==> config.mk <==
export PLATFORM = sky130hd
export DESIGN_NAME = hmlf18_win_minmax_flat
export DESIGN_NICKNAME = d
export VERILOG_FILES = /design/src/rtl/hmlf18_win_minmax_if.sv /design/src/rtl/hmlf18_win_minmax.sv /design/src/flat_wrapper.sv
export SDC_FILE = /design/constraint.sdc
export NUM_CORES = 1
export LEC_CHECK = 0
export BUFFER_PORTS_ARGS = -buffer_cell sky130_fd_sc_hd__clkbuf_2
export CORE_UTILIZATION = 55
export CTS_CLUSTER_DIAMETER = 50
export CTS_CLUSTER_SIZE = 16
export DETAILED_ROUTE_END_ITERATION = 16
export PLACE_DENSITY = 0.71
export SLEW_MARGIN = 30
export SYNTH_ARGS = -nofsm -noshare
export SYNTH_HDL_FRONTEND = slang
export SYNTH_SLANG_ARGS = --single-unit
==> constraint.sdc <==
create_clock -name clk -period 2.3 [get_ports clk]
set_input_delay 0.23 -clock clk [delete_from_list [all_inputs] [get_ports clk]]
set_output_delay 0.23 -clock clk [all_outputs]
set_load 0.05 [all_outputs]
==> src/rtl/hmlf18_win_minmax_if.sv <==
// Sample-in / result-out bundle between the HMLF18 window feeder and its neighbours.
interface hmlf18_win_minmax_if #(
  parameter int W = 7
);
  logic                Flush;
  logic                InValid;
  logic signed [W-1:0] In;
  logic                OutValid;
  logic signed [W-1:0] Min;
  logic signed [W-1:0] Max;
  logic signed [W-1:0] Ctr;

  modport master (output Flush, InValid, In, input OutValid, Min, Max, Ctr);
  modport slave  (input Flush, InValid, In, output OutValid, Min, Max, Ctr);
endinterface

==> src/rtl/hmlf18_win_minmax.sv <==
// 18-tap sliding window of signed samples reduced by a registered MIN/MAX tree;
// emits window min, max and the aligned centre tap five edges after acceptance.
module hmlf18_win_minmax #(
  parameter int N_TAP   = 18,
  parameter int W       = 7,
  parameter int CTR_IDX = 9
) (
  input logic                clk,
  input logic                rst,
  hmlf18_win_minmax_if.slave bus
);

  localparam int N1 = N_TAP / 2;
  localparam int N2 = (N1 + 1) / 2;
  localparam int N3 = (N2 + 1) / 2;
  localparam int N4 = (N3 + 1) / 2;
  localparam logic [4:0] CNT_MAX  = 5'(N_TAP);
  localparam logic [4:0] CNT_FULL = 5'(N_TAP - 1);

  typedef logic signed [W-1:0] samp_t;

  function automatic samp_t smin(input samp_t a, input samp_t b);
    return (a < b) ? a : b;
  endfunction

  function automatic samp_t smax(input samp_t a, input samp_t b);
    return (a > b) ? a : b;
  endfunction

  samp_t      tap_q [N_TAP];
  logic [4:0] cnt_q;
  logic [4:0] vld_q;
  samp_t      ctr_pipe_q [4];
  samp_t      l1_min_q [N1], l1_max_q [N1], l1_min_d [N1], l1_max_d [N1];
  samp_t      l2_min_q [N2], l2_max_q [N2], l2_min_d [N2], l2_max_d [N2];
  samp_t      l3_min_q [N3], l3_max_q [N3], l3_min_d [N3], l3_max_d [N3];
  samp_t      l4_min_q [N4], l4_max_q [N4], l4_min_d [N4], l4_max_d [N4];
  samp_t      min_q, max_q, ctr_q;
  logic       out_valid_q;

  for (genvar gi = 0; gi < N1; gi++) begin : g_l1
    assign l1_min_d[gi] = smin(tap_q[2*gi], tap_q[2*gi+1]);
    assign l1_max_d[gi] = smax(tap_q[2*gi], tap_q[2*gi+1]);
  end

  // Odd leftover element at each level is registered unchanged so both trees stay aligned.
  for (genvar gi = 0; gi < N2; gi++) begin : g_l2
    if (2*gi + 1 < N1) begin : g_pair
      assign l2_min_d[gi] = smin(l1_min_q[2*gi], l1_min_q[2*gi+1]);
      assign l2_max_d[gi] = smax(l1_max_q[2*gi], l1_max_q[2*gi+1]);
    end else begin : g_pass
      assign l2_min_d[gi] = l1_min_q[2*gi];
      assign l2_max_d[gi] = l1_max_q[2*gi];
    end
  end

  for (genvar gi = 0; gi < N3; gi++) begin : g_l3
    if (2*gi + 1 < N2) begin : g_pair
      assign l3_min_d[gi] = smin(l2_min_q[2*gi], l2_min_q[2*gi+1]);
      assign l3_max_d[gi] = smax(l2_max_q[2*gi], l2_max_q[2*gi+1]);
    end else begin : g_pass
      assign l3_min_d[gi] = l2_min_q[2*gi];
      assign l3_max_d[gi] = l2_max_q[2*gi];
    end
  end

  for (genvar gi = 0; gi < N4; gi++) begin : g_l4
    if (2*gi + 1 < N3) begin : g_pair
      assign l4_min_d[gi] = smin(l3_min_q[2*gi], l3_min_q[2*gi+1]);
      assign l4_max_d[gi] = smax(l3_max_q[2*gi], l3_max_q[2*gi+1]);
    end else begin : g_pass
      assign l4_min_d[gi] = l3_min_q[2*gi];
      assign l4_max_d[gi] = l3_max_q[2*gi];
    end
  end

  always_ff @(posedge clk) begin
    if (rst || bus.Flush) begin
      tap_q       <= '{default: '0};
      cnt_q       <= '0;
      vld_q       <= '0;
      ctr_pipe_q  <= '{default: '0};
      l1_min_q    <= '{default: '0};
      l1_max_q    <= '{default: '0};
      l2_min_q    <= '{default: '0};
      l2_max_q    <= '{default: '0};
      l3_min_q    <= '{default: '0};
      l3_max_q    <= '{default: '0};
      l4_min_q    <= '{default: '0};
      l4_max_q    <= '{default: '0};
      min_q       <= '0;
      max_q       <= '0;
      ctr_q       <= '0;
      out_valid_q <= 1'b0;
    end else begin
      if (bus.InValid) begin
        tap_q[0] <= bus.In;
        for (int i = 1; i < N_TAP; i++) tap_q[i] <= tap_q[i-1];
        if (cnt_q < CNT_MAX) cnt_q <= cnt_q + 5'd1;
      end
      // Tag launched with the window update, then rides beside L1..L4.
      vld_q         <= {vld_q[3:0], bus.InValid && (cnt_q >= CNT_FULL)};
      l1_min_q      <= l1_min_d;
      l1_max_q      <= l1_max_d;
      l2_min_q      <= l2_min_d;
      l2_max_q      <= l2_max_d;
      l3_min_q      <= l3_min_d;
      l3_max_q      <= l3_max_d;
      l4_min_q      <= l4_min_d;
      l4_max_q      <= l4_max_d;
      ctr_pipe_q[0] <= tap_q[CTR_IDX];
      for (int i = 1; i < 4; i++) ctr_pipe_q[i] <= ctr_pipe_q[i-1];
      // Final level doubles as the output register and holds between valid results.
      if (vld_q[4]) begin
        min_q <= smin(l4_min_q[0], l4_min_q[1]);
        max_q <= smax(l4_max_q[0], l4_max_q[1]);
        ctr_q <= ctr_pipe_q[3];
      end
      out_valid_q <= vld_q[4];
    end
  end

  assign bus.OutValid = out_valid_q;
  assign bus.Min      = min_q;
  assign bus.Max      = max_q;
  assign bus.Ctr      = ctr_q;

endmodule
==> src/flat_wrapper.sv <==
// flat-port wrapper written by rule: the top's interface ports become plain ports
module hmlf18_win_minmax_flat 
#(
  parameter int N_TAP   = 18,
  parameter int W       = 7,
  parameter int CTR_IDX = 9
)
  (clk, rst, bus_Flush, bus_InValid, bus_In, bus_OutValid, bus_Min, bus_Max, bus_Ctr);
  hmlf18_win_minmax_if #(.W(W)) bus_i ();
  input logic clk;
  input logic rst;
  input wire logic [$bits(bus_i.Flush)-1:0] bus_Flush;
  input wire logic [$bits(bus_i.InValid)-1:0] bus_InValid;
  input wire logic [$bits(bus_i.In)-1:0] bus_In;
  output wire logic [$bits(bus_i.OutValid)-1:0] bus_OutValid;
  output wire logic [$bits(bus_i.Min)-1:0] bus_Min;
  output wire logic [$bits(bus_i.Max)-1:0] bus_Max;
  output wire logic [$bits(bus_i.Ctr)-1:0] bus_Ctr;
  assign bus_i.Flush = bus_Flush;
  assign bus_i.InValid = bus_InValid;
  assign bus_i.In = bus_In;
  assign bus_OutValid = bus_i.OutValid;
  assign bus_Min = bus_i.Min;
  assign bus_Max = bus_i.Max;
  assign bus_Ctr = bus_i.Ctr;
  hmlf18_win_minmax #(.N_TAP(N_TAP), .W(W), .CTR_IDX(CTR_IDX)) u_core (.clk(clk), .rst(rst), .bus(bus_i));
endmodule
==> results of run 1 <==
==> worst min path at each step <==
| stage | endpoint | slack, ns | depth (start not counted) |
|---|---|---|---|
| 2_1_floorplan | u_core.tap_q[119]$_SDFFE_PP0P_ | 0.38 | 2 |
| 4_1_cts | u_core.vld_q[0]$_SDFF_PP0_ | 0.08 | 3 |
| 3_3_place_gp | u_core.l3_min_q[2]$_SDFF_PP0_ | 0.41 | 1 |
| 3_5_place_dp | u_core.l3_min_q[4]$_SDFF_PP0_ | 0.41 | 1 |
| 6_report | u_core.vld_q[0]$_SDFF_PP0_ | 0.1 | 3 |
| 5_1_grt | u_core.vld_q[0]$_SDFF_PP0_ | 0.1 | 3 |
==> layer usage <==
metal	wire length (um)	vias up
met2	18700	248
met3	1550	78
met1	19800	6822
met4	999	0
met5	0	-
li1	-	7488
==> stage by stage <==
step                      util, %  hold WS, ns  std cells  power (uW)
final                        62.6       0.0955       2726       15500
after global routing         62.6       0.0950       2726       16000
after CTS                    62.4       0.0793       2722       15600
after detailed placement     58.1        0.410       2638        8440
after global placement       58.1        0.407       2638        8430
after floorplan                 -        0.377       2211        8340
==> state kept, by name, indices dropped and copies added, names as in the netlist <==
register,cells
u_core.l4_min_q,14
u_core.cnt_q,5
u_core.bus.Min,7
u_core.tap_q,126
u_core.bus.OutValid,1
u_core.ctr_pipe_q,28
u_core.bus.Ctr,7
u_core.l1_max_q,63
u_core.l1_min_q,63
u_core.l3_min_q,21
u_core.l2_min_q,35
u_core.vld_q,5
u_core.l3_max_q,21
u_core.bus.Max,7
u_core.l2_max_q,35
u_core.l4_max_q,14
==> power breakdown <==
part | total (uW) | internal (uW) | switching [uW]
clock network | 7190 | 4030 | 3160
logic | 447 | 159 | 287
registers | 7840 | 7830 | 11.9
==> final cells by class <==
cell class	instances	area share, %
Sequential cell	452	40.7
Inverter	207	3.49
Clock inverter	27	1.33
Tap cell	461	2.59
Clock buffer	50	5.18
Timing Repair Buffer	90	3.34
Multi-Input combinational cell	1439	43.4
==> Yosys cell counts (2+ instances only) <==
cell type and count:
mux2i_1 211, o21ai_1 56, o21a_1 8, o211ai_1 8
a41o_1 5, nand2_1 224, nor2_1 165, a21o_1 14
o21ai_0 126, inv_1 207, buf_2 35, a31oi_1 10
o21ai_2 6, nand3_1 172, o221ai_1 7, o31a_1 2
nand2b_1 15, a211o_1 2, nor2_4 6, and2_1 68
nor3b_1 5, dfxtp_1 452, clkbuf_1 59, nor2b_1 31
buf_1 17, o31ai_1 7, a211oi_1 7, nor3_1 9
nand4_1 20, a21oi_1 58, o21bai_1 7, o22ai_1 2
xor2_1 2, ha_1 169, nand3_2 4
==> worst reg2reg max path, delay by kind of cell (launching register included) <==
kind	cells	cell delay, ns
adders and majority gates	1	0.32
AOI/OAI and AO/OA	4	0.44
and+or+nand+nor	2	0.60
DFF	1	0.44
buffers and inverters	2	0.30
==> cell usage in the layout, fill, tap and decap left out, types with 6 or more instances in the layout <==
cell           synthesis  routed
o221ai_1               7       7
a211oi_1               7       7
o211ai_1               8       8
inv_6                  0       8
nand2_1              224     224
o21bai_1               7       6
buf_12                 0      10
nor2_1               165     164
o21ai_2                6       6
clkbuf_16              0      44
a31oi_1               10      10
inv_1                207     207
clkbuf_2               0      31
buf_4                  1      41
dfxtp_1              452     451
and2_1                68      68
mux2i_1              211     208
a21oi_1               58      58
nand4_1               20      20
o31ai_1                7       7
o21a_1                 8       7
ha_1                 169     169
nor2b_1               31      31
nand2b_1              15      15
nor2_4                 6       7
o21ai_1               56      56
a21o_1                14      14
dlygate4sd3_1          0       7
o21ai_0              126     126
nand3_1              172     172
==> cells by family after synthesis <==
family | count (synthesis)
mux | 212
fa+ha+maj | 169
flops | 452
buf+inv | 320
simple gates | 723
compound gates | 332
xor+xnor | 3
==> what timing repair did <==
action,CTS,global route
hold buffers,7,0
setup endpoints to repair,0,25
setup buffers,0,4
hold endpoints to repair,7,0
resized for setup,0,9
==> flow_metrics.py, run 1 <==
metrics = {
    "setup_path": {
        "worstReg2RegEnd": "u_core.l1_max_q[28]$_SDFF_PP0_",
        "start_kind": "flip-flop",
        "crit_type": "reg -> reg",
        "cp_slowest_stage_delay_ns": 0.48,
        "critPathLaunch": "u_core.tap_q[60]$_SDFFE_PP0P_",
        "critical_path_buf_inv_count": 2,
        "path_depth": 9,
        "r2r_setup_slack_ns": 0.1,
        "path_cells": "inv_1 -> ha_1 -> a21oi_2 -> or4b_4 -> o21ai_4 -> a41oi_4 -> buf_4 -> nand3_1 -> o21ai_2",
        "slowest_stage": "or4b_4",
        "cp_data_required_time_ns": 2.73,
        "r2r_cells": 9,
        "crit_path_max_fanout": 12,
        "crit_end": "u_core.l1_max_q[28]$_SDFF_PP0_",
        "crit_family": "simple AND/OR/NAND/NOR gates",
        "r2r_start": "u_core.tap_q[60]$_SDFFE_PP0P_",
        "worst_setup_path_end_kind": "flip-flop",
        "arrival_ns": 2.64,
    },
    "synth": {
        "muxShareOfSynthArea_pct": 10.7,
        "synth-xor-area-share_pct": 0.132,
        "synth_top_cell_by_area": "dfxtp_1",
        "syn_avg_cell_area_um2": 9.01,
        "synth_cells": 2211,
        "synth_top_family_by_area": "simple AND/OR/NAND/NOR gates",
        "syn-cell-area_um2": 19900,
        "async_reset_ff_share_pct": 0,
        "synth-seq-area-share_pct": 45.4,
        "yosysUniqueCellTypes": 50,
        "synthFlopType": "dfxtp_1",
        "synth_fa_ha_area_share_pct": 10.6,
        "yosys.area_share.simple_pct": 17.0,
        "yosys_register_bits": 452,
        "synth-compound-area-share_pct": 9.83,
        "yosysWarnings": 0,
        "yosysTopAreaCellShare_pct": 45.4,
        "synth_edf_count": 0,
        "syn_nets": 2391,
        "ys_top_cells_by_area": "dfxtp_1 (45%), ha_1 (11%), mux2i_1 (11%)",
    },
    "detailed_routing": {
        "first_pass_iters": 6,
        "routed-via-count": 14600,
        "drc": 0,
        "vias_per_cell": 5.37,
        "drt-initial-drc-count": 779,
        "ant_nets": 0,
        "wire_per_inst_um": 15.1,
        "wl_um": 41100,
    },
    "grt": {
        "grt_start_max_net_pins": 191,
        "use_met1_pct": 30.3,
        "overflow": 0,
        "antenna_found_initial": 0,
        "grtUsageMet2_pct": 36.0,
        "grt_usage_pct": 22.2,
        "grt_use_met3_pct": 3.20,
        "grt_pass1_wl_um": 66600,
        "grt_pass1_vias": 13600,
        "grt_busiest_layer": "met2",
    },
    "placed_design": {
        "pre_cts_slack_ns": 0.0974,
        "place.gp.congestion": 0.855,
        "port_buffers": 32,
        "dp_hpwl_um": 29600,
        "placed_area_um2": 20700,
    },
    "sta": {
        "fin_skew_ns": 0.0147,
        "fmax_mhz": 454,
        "fin_ws_ns": 0.0968,
        "worst_pin_slew_ns": 0.784,
        "slew-limit-headroom_pct": 47.4,
        "finalCriticalPeriod_ns": 2.20,
        "hold_viol_final": 0,
        "setup_tns_ns": 0,
        "rsz0062_at_grt": "no",
        "fin_crit_sh_pct": 95.8,
        "drv_slew": 0,
        "setup_viol": 0,
    },
    "clocking": {
        "htree_num_levels": 2,
        "root_buffer": "clkbuf_16",
        "clk_pin_slew_ns": 0.07,
        "cts_made_buffers": 43,
        "cts_tree": "done",
        "clk_latency_ns": 0.55,
        "cts.sinks": 452,
        "ctsLongestPathBuffers": 3,
    },
    "floorplanning": {
        "die_height_um": 192,
        "die_x_um": 192,
        "initial_core_util_pct": 56.0,
        "io_pins": 33,
        "dieArea_um2": 37000,
        "coreArea_um2": 35600,
        "rows": 69,
    },
    "power": {
        "peakVddDrop_v": 0.000758,
        "p_per_area_nw_per_um2": 696,
        "p_leak_uw": 0.00869,
    },
    "cells_and_area": {
        "diodes": 0,
        "fill_cells": 2913,
        "fin_nets": 2413,
        "final_area_um2": 22300,
        "multi_input_area_um2": 9660,
        "area.sequential_um2": 9050,
        "area_delta_synth_final_pct": 11.8,
        "drive_gt1_share_pct": 8.65,
    },
    "flow_run": {
        "cap_violations": 0,
    },
    "status": {
        "outcome": "complete, no violations",
    },
    "hold_path": {
        "holdCritStartpoint": "bus_InValid",
        "hold_path.class": "in -> reg",
    },
}
Note: power is estimated with default switching activity, not from simulation.
==> inputs of run 2 (changes only) <==
Settings changed: MAX_ROUTING_LAYER from default to met4, RECOVER_POWER from default to 50.
Clock period 2.3 ns to 2.6 ns, I/O delays scaled along.
==> flow_metrics.py, run 2 (synthesis gave the netlist of run 1 again) <==
metrics = {
    "detailed_routing": {
        "ant_nets": 0,
        "wl_um": 41300,
        "drt-initial-drc-count": 798,
        "routed-via-count": 14600,
        "first_pass_iters": 5,
        "drc": 0,
        "vias_per_cell": 5.38,
        "wire_per_inst_um": 15.2,
    },
    "cells_and_area": {
        "largest_reg_flops": 126,
        "final_area_um2": 21900,
        "layout_commonest_cell": "dfxtp_1",
        "diodes": 0,
        "reg.largest.list": "u_core.tap_q: 126 flops, u_core.l1_max_q: 63 flops, u_core.l1_min_q: 63 flops",
        "drive_gt1_share_pct": 6.33,
        "fin_util_pct": 61.7,
        "final_cell_mix": "dfxtp_1 (452), nand2_1 (224), mux2i_1 (210), inv_1 (207), nand3_1 (172)",
        "regMostFlops": "u_core.tap_q",
        "area_delta_synth_final_pct": 10.2,
        "fin_nets": 2395,
    },
    "sta": {
        "hold_viol_final": 0,
        "drv_slew": 31,
        "finalCriticalPeriod_ns": 2.46,
        "fin_skew_ns": 0.0157,
        "worst_pin_slew_ns": 2.25,
        "setup_viol": 0,
        "rsz0062_at_grt": "no",
        "slew-limit-headroom_pct": -49.9,
        "setup_tns_ns": 0,
        "fmax_mhz": 406,
        "fin_crit_sh_pct": 94.8,
        "fin_hold_ws_ns": 0.191,
    },
    "setup_path": {
        "crit_path_max_fanout": 49,
        "critPathLaunch": "bus_InValid",
        "r2r_setup_slack_ns": 0.16,
        "worstReg2RegEnd": "u_core.l1_max_q[44]$_SDFF_PP0_",
        "start_kind": "input pin",
        "r2r_cells": 8,
        "r2r_start": "u_core.tap_q[85]$_SDFFE_PP0P_",
        "worst_setup_path_end_kind": "flip-flop",
        "cp_data_required_time_ns": 3.04,
        "arrival_ns": 2.91,
        "crit_type": "in -> reg",
    },
    "placed_design": {
        "placed_area_um2": 20600,
        "dp_hpwl_um": 29600,
        "place.gp.congestion": 0.884,
        "port_buffers": 32,
    },
    "floorplanning": {
        "initial_core_util_pct": 56.0,
        "coreArea_um2": 35600,
        "dieArea_um2": 37000,
        "die_height_um": 192,
        "rows": 69,
        "die_x_um": 192,
        "io_pins": 33,
    },
    "clocking": {
        "cts_made_buffers": 44,
        "ctsLongestPathBuffers": 3,
        "clk_latency_ns": 0.57,
        "cts.sinks": 452,
        "clk_pin_slew_ns": 0.07,
        "htree_num_levels": 2,
        "root_buffer": "clkbuf_16",
        "cts_tree": "done",
    },
    "hold_path": {
        "hold_path.class": "in -> reg",
        "hold_depth": 3,
        "hold_path_end": "u_core.tap_q[70]$_SDFFE_PP0P_",
        "holdCritStartpoint": "bus_Flush",
    },
    "power": {
        "seq_power_share_pct": 51.1,
        "intPower_uw": 10500,
        "p_per_area_nw_per_um2": 619,
        "p_leak_uw": 0.00844,
        "swShare_pct": 22.9,
        "p_sw_uw": 3110,
        "comb_power_share_pct": 2.7,
        "clock_power_share_pct": 46.2,
        "peakVddDrop_v": 0.000634,
    },
    "status": {
        "violations": "max-capacitance violations, max-slew violations",
        "outcome": "finished with violations",
    },
    "grt": {
        "grt_pass1_vias": 13600,
        "grt_usage_pct": 23.2,
        "overflow": 0,
        "grt_pass1_wl_um": 67000,
        "grt_start_max_net_pins": 84,
        "antenna_found_initial": 0,
    },
    "flow_run": {
        "cap_violations": 1,
    },
}
## run 2: changes by cell type in the layout (fill, tap and decap cells not counted), sizes merged
cell / previous run / this run
inv: 218 / 216
buf: 52 / 22
clkinv: 9 / 11
clkinvlp: 4 / 3
bufinv: 3 / 1
clkbuf: 81 / 94
## run 2: worst max-delay path by stage
stage                     cells after the start                        endpoint  slack (ns)
after global placement                        7  u_core.l1_max_q[51]$_SDFF_PP0_        0.19
after CTS                                     8  u_core.l1_max_q[47]$_SDFF_PP0_        0.15
after global routing                          8  u_core.l1_max_q[44]$_SDFF_PP0_       0.004
after detailed placement                      7  u_core.l1_max_q[51]$_SDFF_PP0_        0.18
final                                         4  u_core.tap_q[113]$_SDFFE_PP0P_        0.14
after floorplan                               9  u_core.l1_max_q[30]$_SDFF_PP0_        0.65
## run 2: power groups by stage
stage | Sequential, uW | Clock [uW] | Combinational (uW)
after detailed placement | 7100 | 0 | 374
final | 6940 | 6270 | 369
after floorplan | 7090 | 0 | 282
after global routing | 6940 | 6730 | 401
after CTS | 6940 | 6430 | 384
after global placement | 7100 | 0 | 367
## run 2: area by class of cell
type	instances	area [um^2]
multi-input cells	1439	9640
repair buffers	71	482
flip-flops and latches	452	9050
inverters	207	777
well taps	461	577
fillers	2962	13600
clock inverters	24	251
clock buffers	52	1170
## run 2: routing by layer
metal / GRT usage (%) / vias up / wire length, um
met5: - / - / 0
li1: - / 7458 / -
met3: 3.89 / 69 / 1650
met1: 30.1 / 6783 / 19700
met4: 6.06 / 0 / 745
met2: 37.3 / 258 / 19200
## run 2: critical path: stages
cell and delay [ns]:
clkbuf_1 1.56, buf_6 0.64, mux2i_1 0.30, nor2_1 0.05
## run 2: timing repair
action                     in CTS  in global routing
hold buffers                    7                  0
setup buffers                   0                  0
setup endpoints to repair       0                  2
hold endpoints to repair        7                  0
gates resized for setup         0                  1
## run 2: stage by stage
| step | setup WS, ns | power (uW) | cells |
|---|---|---|---|
| 2_1_floorplan | 0.650 | 7380 | 2211 |
| 3_3_place_gp | 0.187 | 7460 | 2623 |
| 3_5_place_dp | 0.177 | 7470 | 2623 |
| 4_1_cts | 0.146 | 13700 | 2706 |
| 5_1_grt | 0.00361 | 14100 | 2706 |
| 6_report | 0.135 | 13600 | 2706 |
==> inputs of run 3 (changes only) <==
Clock period 2.6 ns to 3.07 ns, I/O delays scaled along.
==> flow_metrics.py, run 3 (synthesis gave the netlist of run 1 again) <==
metrics = {
    "floorplanning": {
        "io_pins": 33,
        "initial_core_util_pct": 56.0,
        "rows": 69,
        "coreArea_um2": 35600,
        "die_height_um": 192,
        "die_x_um": 192,
        "dieArea_um2": 37000,
    },
    "cells_and_area": {
        "final_cell_mix": "dfxtp_1 (452), nand2_1 (224), mux2i_1 (210), inv_1 (207), nand3_1 (172)",
        "layout_commonest_cell": "dfxtp_1",
        "diodes": 0,
        "drive_gt1_share_pct": 5.73,
        "fin_util_pct": 61.3,
        "area_delta_synth_final_pct": 9.53,
        "reg.largest.list": "u_core.tap_q: 126 flops, u_core.l1_max_q: 63 flops, u_core.l1_min_q: 63 flops",
        "final_area_um2": 21800,
        "largest_reg_flops": 126,
        "regMostFlops": "u_core.tap_q",
        "fin_nets": 2382,
    },
    "placed_design": {
        "placed_area_um2": 20400,
        "pre_cts_slack_ns": 0.696,
        "port_buffers": 32,
        "place.gp.congestion": 0.903,
        "dp_hpwl_um": 28800,
    },
    "detailed_routing": {
        "first_pass_iters": 6,
        "drt-initial-drc-count": 1012,
        "wl_um": 40100,
        "wire_per_inst_um": 14.9,
        "ant_nets": 0,
        "vias_per_cell": 5.34,
        "routed-via-count": 14400,
        "drc": 0,
    },
    "power": {
        "swShare_pct": 22.1,
        "p_sw_uw": 2540,
        "clock_power_share_pct": 46.3,
        "peakVddDrop_v": 0.000546,
        "seq_power_share_pct": 51.1,
        "p_per_area_nw_per_um2": 527,
        "comb_power_share_pct": 2.6,
        "p_leak_uw": 0.00837,
        "intPower_uw": 8950,
        "p_total_uw": 11500,
    },
    "sta": {
        "drv_slew": 0,
        "setup_tns_ns": 0,
        "slew-limit-headroom_pct": 2.87,
        "rsz0062_at_grt": "no",
        "fmax_mhz": 412,
        "fin_skew_ns": 0.0238,
        "hold_viol_final": 0,
        "finalCriticalPeriod_ns": 2.43,
        "worst_pin_slew_ns": 1.46,
        "fin_ws_ns": 0.642,
        "fin_crit_sh_pct": 79.1,
        "setup_viol": 0,
    },
    "setup_path": {
        "crit_path_max_fanout": 13,
        "critical_path_buf_inv_count": 1,
        "cp_data_required_time_ns": 3.52,
        "crit_family": "compound AO/OA/AOI/OAI gates",
        "slowest_stage": "o21a_1",
        "r2r_setup_slack_ns": 0.64,
        "worst_setup_path_end_kind": "flip-flop",
        "r2r_start": "u_core.tap_q[85]$_SDFFE_PP0P_",
        "crit_end": "u_core.l1_max_q[42]$_SDFF_PP0_",
        "critPathLaunch": "u_core.tap_q[85]$_SDFFE_PP0P_",
        "start_kind": "flip-flop",
        "path_cells": "inv_1 -> ha_1 -> nor2b_1 -> o21ai_1 -> a21oi_1 -> o31a_1 -> o21a_1 -> mux2i_1",
        "path_depth": 8,
        "arrival_ns": 2.88,
        "worstReg2RegEnd": "u_core.l1_max_q[42]$_SDFF_PP0_",
        "cp_slowest_stage_delay_ns": 0.45,
        "crit_type": "reg -> reg",
        "r2r_cells": 8,
    },
    "grt": {
        "antenna_found_initial": 0,
        "grt_usage_pct": 22.4,
        "grt_start_max_net_pins": 163,
        "grt_pass1_vias": 13300,
        "grt_pass1_wl_um": 65500,
        "overflow": 0,
    },
    "flow_run": {
        "cap_violations": 0,
    },
    "clocking": {
        "cts_tree": "done",
        "htree_num_levels": 2,
        "clk_pin_slew_ns": 0.06,
        "cts_made_buffers": 43,
        "clk_latency_ns": 0.54,
        "root_buffer": "clkbuf_16",
        "cts.sinks": 452,
        "ctsLongestPathBuffers": 3,
    },
    "status": {
        "outcome": "complete, no violations",
    },
    "hold_path": {
        "hold_path.class": "in -> reg",
    },
}
run 3: cell count changes in the layout (fill, tap and decap cells not counted), moves of 3 or more:
cell and change:
buf_12 -3, buf_4 -9, clkinv_8 -3, and2_0 -14, bufinv_16 +3, and2_1 +14, clkinv_4 +3, clkbuf_2 -3
run 3: power by group through the flow:
stage / Clock [uW] / Sequential [uW] / Combinational (uW)
global placement: 0 / 6010 / 296
detailed placement: 0 / 6010 / 300
finish: 5320 / 5880 / 301
CTS: 5440 / 5880 / 308
global route: 5700 / 5870 / 329
floorplan: 0 / 6010 / 239
run 3: cell type report:
| cell class | count | area (um^2) |
|---|---|---|
| fill | 2956 | 13800 |
| multi-input combinational | 1439 | 9640 |
| sequential | 452 | 9050 |
| clock buffer | 47 | 1100 |
| inverter | 207 | 777 |
| tap | 461 | 577 |
| timing repair buffer | 59 | 344 |
| clock inverter | 28 | 317 |
run 3: worst min path at each step:
stage | start | endpoint | cells past startpoint | slack [ns]
global placement | u_core.l1_min_q[2]$_SDFF_PP0_ | u_core.l2_min_q[2]$_SDFF_PP0_ | 1 | 0.41
CTS | rst | u_core.l1_max_q[50]$_SDFF_PP0_ | 4 | 0.19
finish | rst | u_core.tap_q[103]$_SDFFE_PP0P_ | 3 | 0.28
floorplan | u_core.ctr_pipe_q[7]$_SDFF_PP0_ | u_core.ctr_pipe_q[0]$_SDFF_PP0_ | 1 | 0.41
detailed placement | u_core.l1_max_q[2]$_SDFF_PP0_ | u_core.l2_max_q[2]$_SDFF_PP0_ | 1 | 0.41
global route | rst | u_core.tap_q[95]$_SDFFE_PP0P_ | 3 | 0.28
run 3: worst register-to-register path, stage by stage (launching register included):
cell and delay (ns):
dfxtp_1 0.44, inv_1 0.07, ha_1 0.30, nor2b_1 0.13, o21ai_1 0.06, a21oi_1 0.21, o31a_1 0.43, o21a_1 0.45
mux2i_1 0.25
run 3: stage by stage:
stage,hold WS [ns],std cells
2_1_floorplan,0.406,2211
3_3_place_gp,0.407,2608
3_5_place_dp,0.411,2608
4_1_cts,0.192,2690
5_1_grt,0.277,2693
6_report,0.279,2693
run 3: per-layer routing:
metal  global-route usage (%)  wire length [um]
met1                     29.6             19500
met2                     36.0             18400
met3                     3.20              1510
met4                     5.72               693
met5                        -                 0
run 3: what timing repair did:
action                    4_1_cts  5_1_grt
buffers inserted                0        0
hold endpoints to repair        7        0
hold buffers                    7        0
gates resized for setup         0        0
